[src/rtl/biquad_notch_pkg.sv]
// Shared definitions for the time-multiplexed biquad notch filter.
//   - Coefficient index map used on the cfg_idx port (b0, b1, b2, a1, a2).
//   - FSM state encoding for the top-level sequencer.
//   - Accumulator width helper used by the MAC datapath.
package biquad_notch_pkg;

    localparam int unsigned NumCoef = 5;

    localparam logic [2:0] IdxB0 = 3'd0;
    localparam logic [2:0] IdxB1 = 3'd1;
    localparam logic [2:0] IdxB2 = 3'd2;
    localparam logic [2:0] IdxA1 = 3'd3;
    localparam logic [2:0] IdxA2 = 3'd4;

    typedef enum logic [2:0] {
        StIdle,
        StMac0,
        StMac1,
        StMac2,
        StMac3,
        StMac4,
        StOut
    } state_e;

    // Five full-width products plus the rounding offset fit in three guard bits.
    function automatic int unsigned acc_width(input int unsigned dw, input int unsigned cw);
        return dw + cw + 3;
    endfunction

endpackage

[src/rtl/biquad_mac.sv]
// Shared multiply-accumulate unit: one signed coefficient x sample product per enabled cycle.
// Ports:
//   clk, rst_n  clock, asynchronous active-low reset
//   en          accumulate this cycle
//   first       start a new sum (ignore the old accumulator contents)
//   sub         subtract the product instead of adding it (feedback terms)
//   coef        signed CW-bit coefficient
//   operand     signed DW-bit sample
//   result      rounded, rescaled DW-bit value of the sum including this cycle's product
// Build option: BIQUAD_NOTCH_SAT_EN clamps the result to the DW-bit range; otherwise it wraps.
module biquad_mac
    import biquad_notch_pkg::*;
#(
    parameter int unsigned DW   = 16,
    parameter int unsigned CW   = 18,
    parameter int unsigned FRAC = 14
) (
    input  logic                 clk,
    input  logic                 rst_n,
    input  logic                 en,
    input  logic                 first,
    input  logic                 sub,
    input  logic signed [CW-1:0] coef,
    input  logic signed [DW-1:0] operand,
    output logic signed [DW-1:0] result
);

    localparam int unsigned AW = acc_width(DW, CW);
    localparam int unsigned PW = DW + CW;

    localparam logic signed [AW-1:0] RoundHalf = AW'(1) << (FRAC - 1);
    localparam logic signed [AW-1:0] MaxVal = {{(AW - DW + 1){1'b0}}, {(DW - 1){1'b1}}};
    localparam logic signed [AW-1:0] MinVal = {{(AW - DW + 1){1'b1}}, {(DW - 1){1'b0}}};

    logic signed [PW-1:0] prod;
    logic signed [AW-1:0] prod_ext;
    logic signed [AW-1:0] acc_base;
    logic signed [AW-1:0] acc_d;
    logic signed [AW-1:0] acc_q;
    logic signed [AW-1:0] rounded;
    logic signed [AW-1:0] scaled;

    always_comb begin
        prod     = coef * operand;
        prod_ext = AW'(prod);
        acc_base = first ? '0 : acc_q;
        acc_d    = sub ? (acc_base - prod_ext) : (acc_base + prod_ext);
        rounded  = acc_d + RoundHalf;
        scaled   = rounded >>> FRAC;
    end

`ifdef BIQUAD_NOTCH_SAT_EN
    always_comb begin
        if (scaled > MaxVal) begin
            result = MaxVal[DW-1:0];
        end else if (scaled < MinVal) begin
            result = MinVal[DW-1:0];
        end else begin
            result = scaled[DW-1:0];
        end
    end
`else
    always_comb begin
        result = scaled[DW-1:0];
    end
`endif

    always_ff @(posedge clk or negedge rst_n) begin
        if (!rst_n) begin
            acc_q <= '0;
        end else if (en) begin
            acc_q <= acc_d;
        end
    end

endmodule

[src/rtl/biquad_notch_tdm.sv]
// Multi-channel direct-form-I biquad sharing one MAC across channels (one sample in flight).
// Ports:
//   clk, rst_n                      clock, asynchronous active-low reset
//   in_valid/in_ready/in_ch/in_data input sample handshake
//   out_valid/out_ready/out_ch/out_data  result handshake, held until accepted
//   cfg_we/cfg_idx/cfg_data         coefficient write (b0,b1,b2,a1,a2) to cfg_ch
//   cfg_clr                         zero the history of cfg_ch
//   busy                            sequencer not idle
// Build option: BIQUAD_NOTCH_SAT_EN selects saturating instead of wrapping output.
module biquad_notch_tdm
    import biquad_notch_pkg::*;
#(
    parameter int unsigned DW   = 16,
    parameter int unsigned CW   = 18,
    parameter int unsigned FRAC = 14,
    parameter int unsigned CH   = 2,
    parameter int unsigned CHW  = (CH > 1) ? $clog2(CH) : 1
) (
    input  logic                 clk,
    input  logic                 rst_n,
    input  logic                 in_valid,
    output logic                 in_ready,
    input  logic [CHW-1:0]       in_ch,
    input  logic signed [DW-1:0] in_data,
    output logic                 out_valid,
    input  logic                 out_ready,
    output logic [CHW-1:0]       out_ch,
    output logic signed [DW-1:0] out_data,
    input  logic                 cfg_we,
    input  logic                 cfg_clr,
    input  logic [CHW-1:0]       cfg_ch,
    input  logic [2:0]           cfg_idx,
    input  logic signed [CW-1:0] cfg_data,
    output logic                 busy
);

    localparam logic signed [CW-1:0] Unity = CW'(1) << FRAC;

    logic signed [CW-1:0] coef_q [CH][NumCoef];
    logic signed [DW-1:0] x1_q [CH];
    logic signed [DW-1:0] x2_q [CH];
    logic signed [DW-1:0] y1_q [CH];
    logic signed [DW-1:0] y2_q [CH];

    // Working set snapshot taken at acceptance; w_op[0] is the sample itself.
    logic signed [CW-1:0] w_coef [NumCoef];
    logic signed [DW-1:0] w_op [NumCoef];

    state_e               state_q;
    logic [CHW-1:0]       ch_q;
    logic                 ch_ok_q;
    logic [CHW-1:0]       out_ch_q;
    logic signed [DW-1:0] out_data_q;

    logic                 in_ok;
    logic                 cfg_ok;
    logic [2:0]           step;
    logic                 mac_en;
    logic                 mac_first;
    logic                 mac_sub;
    logic signed [DW-1:0] mac_y;

    assign in_ok     = 32'(in_ch) < CH;
    assign cfg_ok    = 32'(cfg_ch) < CH;
    assign in_ready  = (state_q == StIdle);
    assign busy      = (state_q != StIdle);
    assign out_valid = (state_q == StOut);
    assign out_ch    = out_ch_q;
    assign out_data  = out_data_q;

    always_comb begin
        step   = IdxB0;
        mac_en = 1'b1;
        unique case (state_q)
            StMac0:  step = IdxB0;
            StMac1:  step = IdxB1;
            StMac2:  step = IdxB2;
            StMac3:  step = IdxA1;
            StMac4:  step = IdxA2;
            default: mac_en = 1'b0;
        endcase
        mac_first = (state_q == StMac0);
        mac_sub   = (step >= IdxA1);
    end

    biquad_mac #(
        .DW   (DW),
        .CW   (CW),
        .FRAC (FRAC)
    ) u_mac (
        .clk     (clk),
        .rst_n   (rst_n),
        .en      (mac_en),
        .first   (mac_first),
        .sub     (mac_sub),
        .coef    (w_coef[step]),
        .operand (w_op[step]),
        .result  (mac_y)
    );

    // Sequencer, working set and registered result.
    always_ff @(posedge clk or negedge rst_n) begin
        if (!rst_n) begin
            state_q    <= StIdle;
            ch_q       <= '0;
            ch_ok_q    <= 1'b0;
            out_ch_q   <= '0;
            out_data_q <= '0;
            for (int k = 0; k < NumCoef; k++) begin
                w_coef[k] <= '0;
                w_op[k]   <= '0;
            end
        end else begin
            unique case (state_q)
                StIdle: begin
                    if (in_valid) begin
                        state_q <= StMac0;
                        ch_q    <= in_ch;
                        ch_ok_q <= in_ok;
                        w_op[0] <= in_data;
                        if (in_ok) begin
                            for (int k = 0; k < NumCoef; k++) begin
                                w_coef[k] <= coef_q[in_ch][k];
                            end
                            w_op[1] <= x1_q[in_ch];
                            w_op[2] <= x2_q[in_ch];
                            w_op[3] <= y1_q[in_ch];
                            w_op[4] <= y2_q[in_ch];
                        end else begin
                            // Unknown channel: zero coefficients force a zero result.
                            for (int k = 0; k < NumCoef; k++) begin
                                w_coef[k] <= '0;
                            end
                            for (int k = 1; k < NumCoef; k++) begin
                                w_op[k] <= '0;
                            end
                        end
                    end
                end
                StMac0: state_q <= StMac1;
                StMac1: state_q <= StMac2;
                StMac2: state_q <= StMac3;
                StMac3: state_q <= StMac4;
                StMac4: begin
                    state_q    <= StOut;
                    out_ch_q   <= ch_q;
                    out_data_q <= ch_ok_q ? mac_y : '0;
                end
                StOut: begin
                    if (out_ready) begin
                        state_q <= StIdle;
                    end
                end
                default: state_q <= StIdle;
            endcase
        end
    end

    // Coefficient RAM and per-channel history; a clear is applied last so it beats the shift.
    always_ff @(posedge clk or negedge rst_n) begin
        if (!rst_n) begin
            for (int c = 0; c < CH; c++) begin
                for (int k = 0; k < NumCoef; k++) begin
                    coef_q[c][k] <= (k == 0) ? Unity : '0;
                end
                x1_q[c] <= '0;
                x2_q[c] <= '0;
                y1_q[c] <= '0;
                y2_q[c] <= '0;
            end
        end else begin
            if (cfg_we && cfg_ok && (cfg_idx <= IdxA2)) begin
                coef_q[cfg_ch][cfg_idx] <= cfg_data;
            end
            if ((state_q == StMac4) && ch_ok_q) begin
                x2_q[ch_q] <= x1_q[ch_q];
                x1_q[ch_q] <= w_op[0];
                y2_q[ch_q] <= y1_q[ch_q];
                y1_q[ch_q] <= mac_y;
            end
            if (cfg_clr && cfg_ok) begin
                x1_q[cfg_ch] <= '0;
                x2_q[cfg_ch] <= '0;
                y1_q[cfg_ch] <= '0;
                y2_q[cfg_ch] <= '0;
            end
        end
    end

endmodule
[config.mk]
export PLATFORM = sky130hd
export DESIGN_NAME = biquad_notch_tdm
export DESIGN_NICKNAME = d
export VERILOG_FILES = /design/src/rtl/biquad_notch_pkg.sv /design/src/rtl/biquad_mac.sv /design/src/rtl/biquad_notch_tdm.sv
export SDC_FILE = /design/constraint.sdc
export NUM_CORES = 2
export LEC_CHECK = 0
export BUFFER_PORTS_ARGS = -buffer_cell sky130_fd_sc_hd__buf_4
export CAP_MARGIN = 25
export CELL_PAD_IN_SITES_DETAIL_PLACEMENT = 1
export CELL_PAD_IN_SITES_GLOBAL_PLACEMENT = 2
export CORE_MARGIN = 5
export CORE_UTILIZATION = 46
export DETAILED_ROUTE_END_ITERATION = 12
export GPL_TIMING_DRIVEN = 0
export PLACE_DENSITY_LB_ADDON = 0.1
export RECOVER_POWER = 50
export SYNTH_ARGS = -nofsm -noshare
export SYNTH_HDL_FRONTEND = slang
export SYNTH_SLANG_ARGS = --single-unit
[constraint.sdc]
create_clock -name clk -period 32.9 [get_ports clk]
set_input_delay 8.225 -clock clk [delete_from_list [all_inputs] [get_ports clk]]
set_output_delay 8.225 -clock clk [all_outputs]
set_load 0.1 [all_outputs]
## Word level (Yosys, flattened, before mapping)

Index checks and enable logic that the tools add are counted.

| word-level totals | value |
|---|---|
| word-level logic and storage cells | 132 |
| register bits after elaboration | 537 |
| bits of input ports | 45 |
| output and inout port bits | 20 |

| operators by class | value |
|---|---|
| $mul | 1 |
| order comparisons | 10 |
| equality and inequality tests | 8 |
| bitwise operators | 10 |
| add/sub/neg operators | 3 |
| multiplexer cells | 56 |
| reductions and logical operators | 10 |

Operators by type and width:

| kind | count |
|---|---|
| $mux W16 | 23 |
| $mux W90 | 4 |
| $mux W32 | 8 |
| $bwmux W180 | 1 |
| $and A32 B32 Y32 | 4 |
| $bwmux W32 | 4 |
| $demux W90 S1 | 1 |
| $mux W37 | 2 |
| $bmux W18 S3 | 1 |
| $demux W18 S3 | 1 |
| $mux W18 | 3 |
| $bmux W16 S3 | 1 |
| $add A37 B34 Y37 | 1 |
| $sub A37 B34 Y37 | 1 |
| $mul A18 B16 Y34 | 1 |
| $demux W16 S1 | 2 |
| $not A32 Y32 | 1 |
| $add A30 B15 Y30 const B | 1 |
| $pmux W3 S7 | 1 |
| $pmux W3 S4 | 1 |
| $eq A3 B3 Y1 const B | 3 |
| $ge A4 B4 Y1 const B | 2 |
| $not A3 Y4 | 2 |
| $eq A3 B2 Y1 const B | 2 |
| other kinds (16) | 27 |

## Logic depth before layout (Yosys ltp)

| logic depth | value |
|---|---|
| depth in word-level cells | 14 |
| depth in mapped cells | 47 |
| gate-level depth less buffers | 40 |

## Hierarchy

Synthesis repeated with hierarchy kept, for this count alone.

| second synthesis, totals | value |
|---|---|
| cells, all modules | 3,667 |
| area total of the unflattened synthesis | 36,073.3 um^2 |

By module, submodules not included:

| module | area an instance (um^2) | cells an instance | seq. area each (um^2) | instances |
|---|---|---|---|---|
| biquad_notch_tdm | 21,907.3 | 2,014 | 12,514.5 | 1 |
| biquad_mac | 14,166.1 | 1,653 | 750.7 | 1 |

## Worst setup path before layout

No wires, ideal clock.

| timing path | value |
|---|---|
| kind | register to register |
| start | reg state_q[0] |
| end | reg out_data_q[14], in the netlist out_data[14] |
| setup slack | 21,742 ps |
| stages on the path, launching flop included | 42 |
| setup time | 133 ps |
| path buffers | 7 |
| arrival time | 11,025 ps |
| required time | 32,767 ps |
| clock period less this slack | 11,158 ps |
| cells stage by stage | dfrtp_1 buf_2 buf_4 buf_2 clkbuf_1 clkbuf_1 clkbuf_1 mux2i_1 a211oi_1 nand2_1 fa_1 fa_1 fa_1 fa_1 inv_1 fa_1 inv_1 fa_1 [6 not listed] o31a_1 xnor2_2 o2111ai_1 or4_1 o31ai_1 xor2_1 ha_1 nand4_1 nor2_1 inv_1 a2111oi_0 nor2_1 xnor2_1 and4_1 nand3_1 nor4_1 xor2_1 o21ai_0 |

| between the ends | value |
|---|---|
| cells in the longest elaborated chain, start to end | 11 |
| elaborated cells between the ends (all ways) | 21 |
| classes of those cells | add/sub: 3; mul: 1; order compare: 1; eq/ne: 5; mux: 10; bitwise: 1 |

Ends and longest elaborated chain:

| item | RTL line | RTL |
|---|---|---|
| start, declared | biquad_notch_tdm.sv:49 | `state_e state_q;` |
| start signal, assigned | biquad_notch_tdm.sv:104 | `state_q <= StIdle;` |
| start signal, assigned | biquad_notch_tdm.sv:117 | `state_q <= StMac0;` |
| start signal, assigned | biquad_notch_tdm.sv:140 | `StMac0: state_q <= StMac1;` |
| $eq A3 B3 Y1, or another cell as far along | biquad_notch_tdm.sv:74, biquad_notch_tdm.sv:114 |  |
| $pmux W3 S4 | biquad_notch_tdm.sv:74 | `unique case (state_q)` |
| $not A3 Y4 (not written as such) | biquad_notch_tdm.sv:96, biquad_notch_tdm.sv:97 |  |
| $bmux W18 S3 or $bmux W16 S3 (tied branches) | biquad_notch_tdm.sv:96, biquad_notch_tdm.sv:97 |  |
| $mux W18 (not written as such) or $mux W16 (tied branches) (2 in series) | biquad_notch_tdm.sv:96, biquad_notch_tdm.sv:97 |  |
| $mul A18 B16 Y34 | biquad_mac.sv:44 | `prod = coef * operand;` |
| $add A37 B34 Y37 or $sub A37 B34 Y37 (tied branches) | biquad_mac.sv:47 | `acc_d = sub ? (acc_base - prod_ext) : (acc_base + prod_ext);` |
| $mux W37 | biquad_mac.sv:47 |  |
| $add A30 B15 Y30 | biquad_mac.sv:48 | `rounded = acc_d + RoundHalf;` |
| $mux W16 | biquad_notch_tdm.sv:147 | `out_data_q <= ch_ok_q ? mac_y : '0;` |
| end signal, assigned | biquad_notch_tdm.sv:147 |  |
| end, declared | biquad_notch_tdm.sv:53 | `logic signed [DW-1:0] out_data_q;` |

Several ways; a longest one is shown, not always the timed one. The select of a mux whose other input is x is not followed.
A chain may end at the register's enable or synchronous reset.

==> flow_metrics.env <==
export IMPL_run_status="finished with violations"
export IMPL_violations="max-capacitance violations, max-slew violations"
export IMPL_ant_nets=0
export IMPL_tightest_slew_ps=6510
export IMPL_syn_num_nets=3988
export IMPL_antenna_found_initial=0
export IMPL_numClockSinks=530
export IMPL_ctsHoldBuffers=0
export IMPL_path_common_cell="clkbuf_1"
export IMPL_cp_max_fo=124
export IMPL_layout_common_cells="dfrtp_1, nand2_1, nor2_1"
export IMPL_slew_headroom=-3.34
export IMPL_postSynthCellCount=3573
export IMPL_overflow=0
export IMPL_max_freq_mhz=47.3
export IMPL_die_w_um=287
export IMPL_wl_um=121000
export IMPL_core_area_mm2=0.0759
export IMPL_synth_top_cell_by_area="dfrtp_1"
export IMPL_num_io_pins=65
export IMPL_synth_edf_count=0
export IMPL_n_antenna_cell=0
export IMPL_cts_tree="done"
export IMPL_die_height_um=287
export IMPL_first_iter_violations=1573
export IMPL_hold_viol=0
export IMPL_rsz0062_at_grt="false"
export IMPL_critical_path_class="in -> async"
export IMPL_layout_drive_gt1_share=0.108
export IMPL_slowest_stage="clkbuf_1"
export IMPL_crit_chain="clkbuf_1 -> clkbuf_1 -> clkbuf_1"
export IMPL_die_area_mm2=0.0823
export IMPL_ys_async_sr_fraction=1.00
export IMPL_maxCapViolCount=5
export IMPL_fill_cells=8488
export IMPL_critPathLaunchType="primary input"
export IMPL_floorplan_initialDensity=0.464
export IMPL_tns_ps=0
export IMPL_end_kind="async pin"
export IMPL_fin_skew_ps=60.9
export IMPL_slowest_delay_ps=4840
export IMPL_critical_path_required_ps=32010
export IMPL_detailed_place_hpwl_um=94100
export IMPL_grt_max_degree=126
export IMPL_finalSetupViolCount=0
export IMPL_min_from="u_mac.acc_q[3]"
export IMPL_clock_latency_ps=660
export IMPL_cts_resized_gates=0
export IMPL_ys_types=86
export IMPL_yosys_most_used_dff="dfrtp_1"
export IMPL_globalplace_congestion=0.923
export IMPL_routed_via_density=5.69
export IMPL_reg2reg_from="state_q[0]"
export IMPL_clk_pin_slew_ps=60
export IMPL_crit_arrival_ps=20240
export IMPL_ys_seq_area_frac=0.376
export IMPL_path_buf_inv=3
export IMPL_htreeDepth=2
export IMPL_syn2layout_area_growth_pct=10.8
export IMPL_wl_per_cell_um=25.3
export IMPL_final_nets=4117
export IMPL_post_cts_buffers=0
export IMPL_min_path_type="reg -> reg"
export IMPL_min_period_over_period=0.642
export IMPL_cts_buffers=60
export IMPL_vias=27200
export IMPL_synth_area_per_cell_um2=9.87
export IMPL_critical_path_top_delay_family="buffers and inverters"
export IMPL_grt_usage=0.292
export IMPL_clockRootBuffer="clkbuf_16"
export IMPL_ys_warn_count=0
export IMPL_grt_pass1_wl_um=184000
export IMPL_route_detailed_drc=0
export IMPL_finalMaxSlewViolations=539
export IMPL_synthTopCellsByArea="dfrtp_1, fa_1, mux2_2"
export IMPL_fin_crit_ps=21130
export IMPL_grt_pass1_vias=29900
export IMPL_mostFrequentLayoutCell="dfrtp_1"
export IMPL_startpoint="rst_n"
export IMPL_syn_cell_area_mm2=0.0353
export IMPL_ys_ff_latch=530
export IMPL_cts_buffer_depth=3
export IMPL_synth_top_cell_area_share=0.375
export IMPL_drtPass1Iterations=5
export IMPL_num_rows=101
export IMPL_io_buffers=44
-- synthesized netlist by cell type, drive strengths merged (38+ instances only) --
| master | n |
|---|---|
| a21oi | 311 |
| buf | 38 |
| clkbuf | 167 |
| dfrtp | 528 |
| fa | 258 |
| ha | 112 |
| inv | 336 |
| mux2 | 211 |
| mux2i | 207 |
| nand2 | 406 |
| nor2 | 370 |
| nor2b | 51 |
| o21ai | 108 |
| xnor2 | 62 |
| xor2 | 38 |
-- final cells by class --
type	count	area [um^2]	area share
Buffer	205	795	0.0203
Clock buffer	91	1790	0.0457
Clock inverter	16	199	0.00509
Inverter	337	1260	0.0324
Multi-Input combinational cell	2501	20000	0.511
Sequential cell	530	13300	0.339
Tap cell	1030	1290	0.0330
Timing Repair Buffer	67	505	0.0129
-- worst reg2reg max path, delay by kind of cell (launching register included) --
family | cells | cell delay, ps
buffers and inverters | 11 | 5360
AO/OA/AOI/OAI | 11 | 3700
multiplexers | 1 | 250
flip-flops | 1 | 320
XOR/XNOR | 2 | 680
adder cells (fa/ha/maj) | 8 | 3780
AND/OR/NAND/NOR | 7 | 2090
-- cells by family (layout without fill, tap and decap cells) --
family                   Yosys count  in the layout  synth area share
multiplexers                     418            418             0.126
flip-flops                       530            530             0.376
buffers and inverters            542            716            0.0586
AND/OR/NAND/NOR                  985            985             0.120
XOR/XNOR                         102            102            0.0264
AO/OA/AOI/OAI                    626            626             0.106
adder cells (fa/ha/maj)          370            370             0.186
-- worst paths after layout --
| kind | to | cells past startpoint | slack, ps |
|---|---|---|---|
| worst max-delay path | w_op[79] | 3 | 11770 |
| worst min-delay path | u_mac.acc_q[3] | 2 | 470 |
| worst max register to register | out_data[15] | 40 | 16610 |
| worst min register to register | u_mac.acc_q[3] | 2 | 470 |
| max in group clk | out_data[15] | 40 | 16610 |
| min in group asynchronous | u_mac.acc_q[6] | 1 | 8750 |
-- sequential cells by signal (all words and copies together), names as in the netlist, 30 cells and up --
| register | count |
|---|---|
| coef_q | 180 |
| y1_q | 32 |
| u_mac.acc_q | 30 |
| x2_q | 32 |
| y2_q | 32 |
| w_op | 80 |
| w_coef | 90 |
| x1_q | 32 |
-- layer usage --
metal	global-route usage	routed length [um]
met5	0	0
met4	0.0883	4190
met3	0.0391	5920
met2	0.505	59600
met1	0.386	51100
-- through the flow --
step / setup slack (ps) / util / cell area, um^2 / cells / hold slack, ps
floorplan: 21740 / - / 35300 / 3573 / 441
CTS: 18000 / 0.516 / 39200 / 4773 / 471
finish: 11770 / 0.515 / 39100 / 4777 / 470
global route: 9030 / 0.515 / 39100 / 4777 / 494
global placement: 16840 / 0.486 / 36900 / 4647 / 455
detailed placement: 18120 / 0.490 / 37200 / 4666 / 459
Power is left out: the tool's default activity adds up to more than one toggle a clock period on the data nets, which glitch-free logic cannot reach.
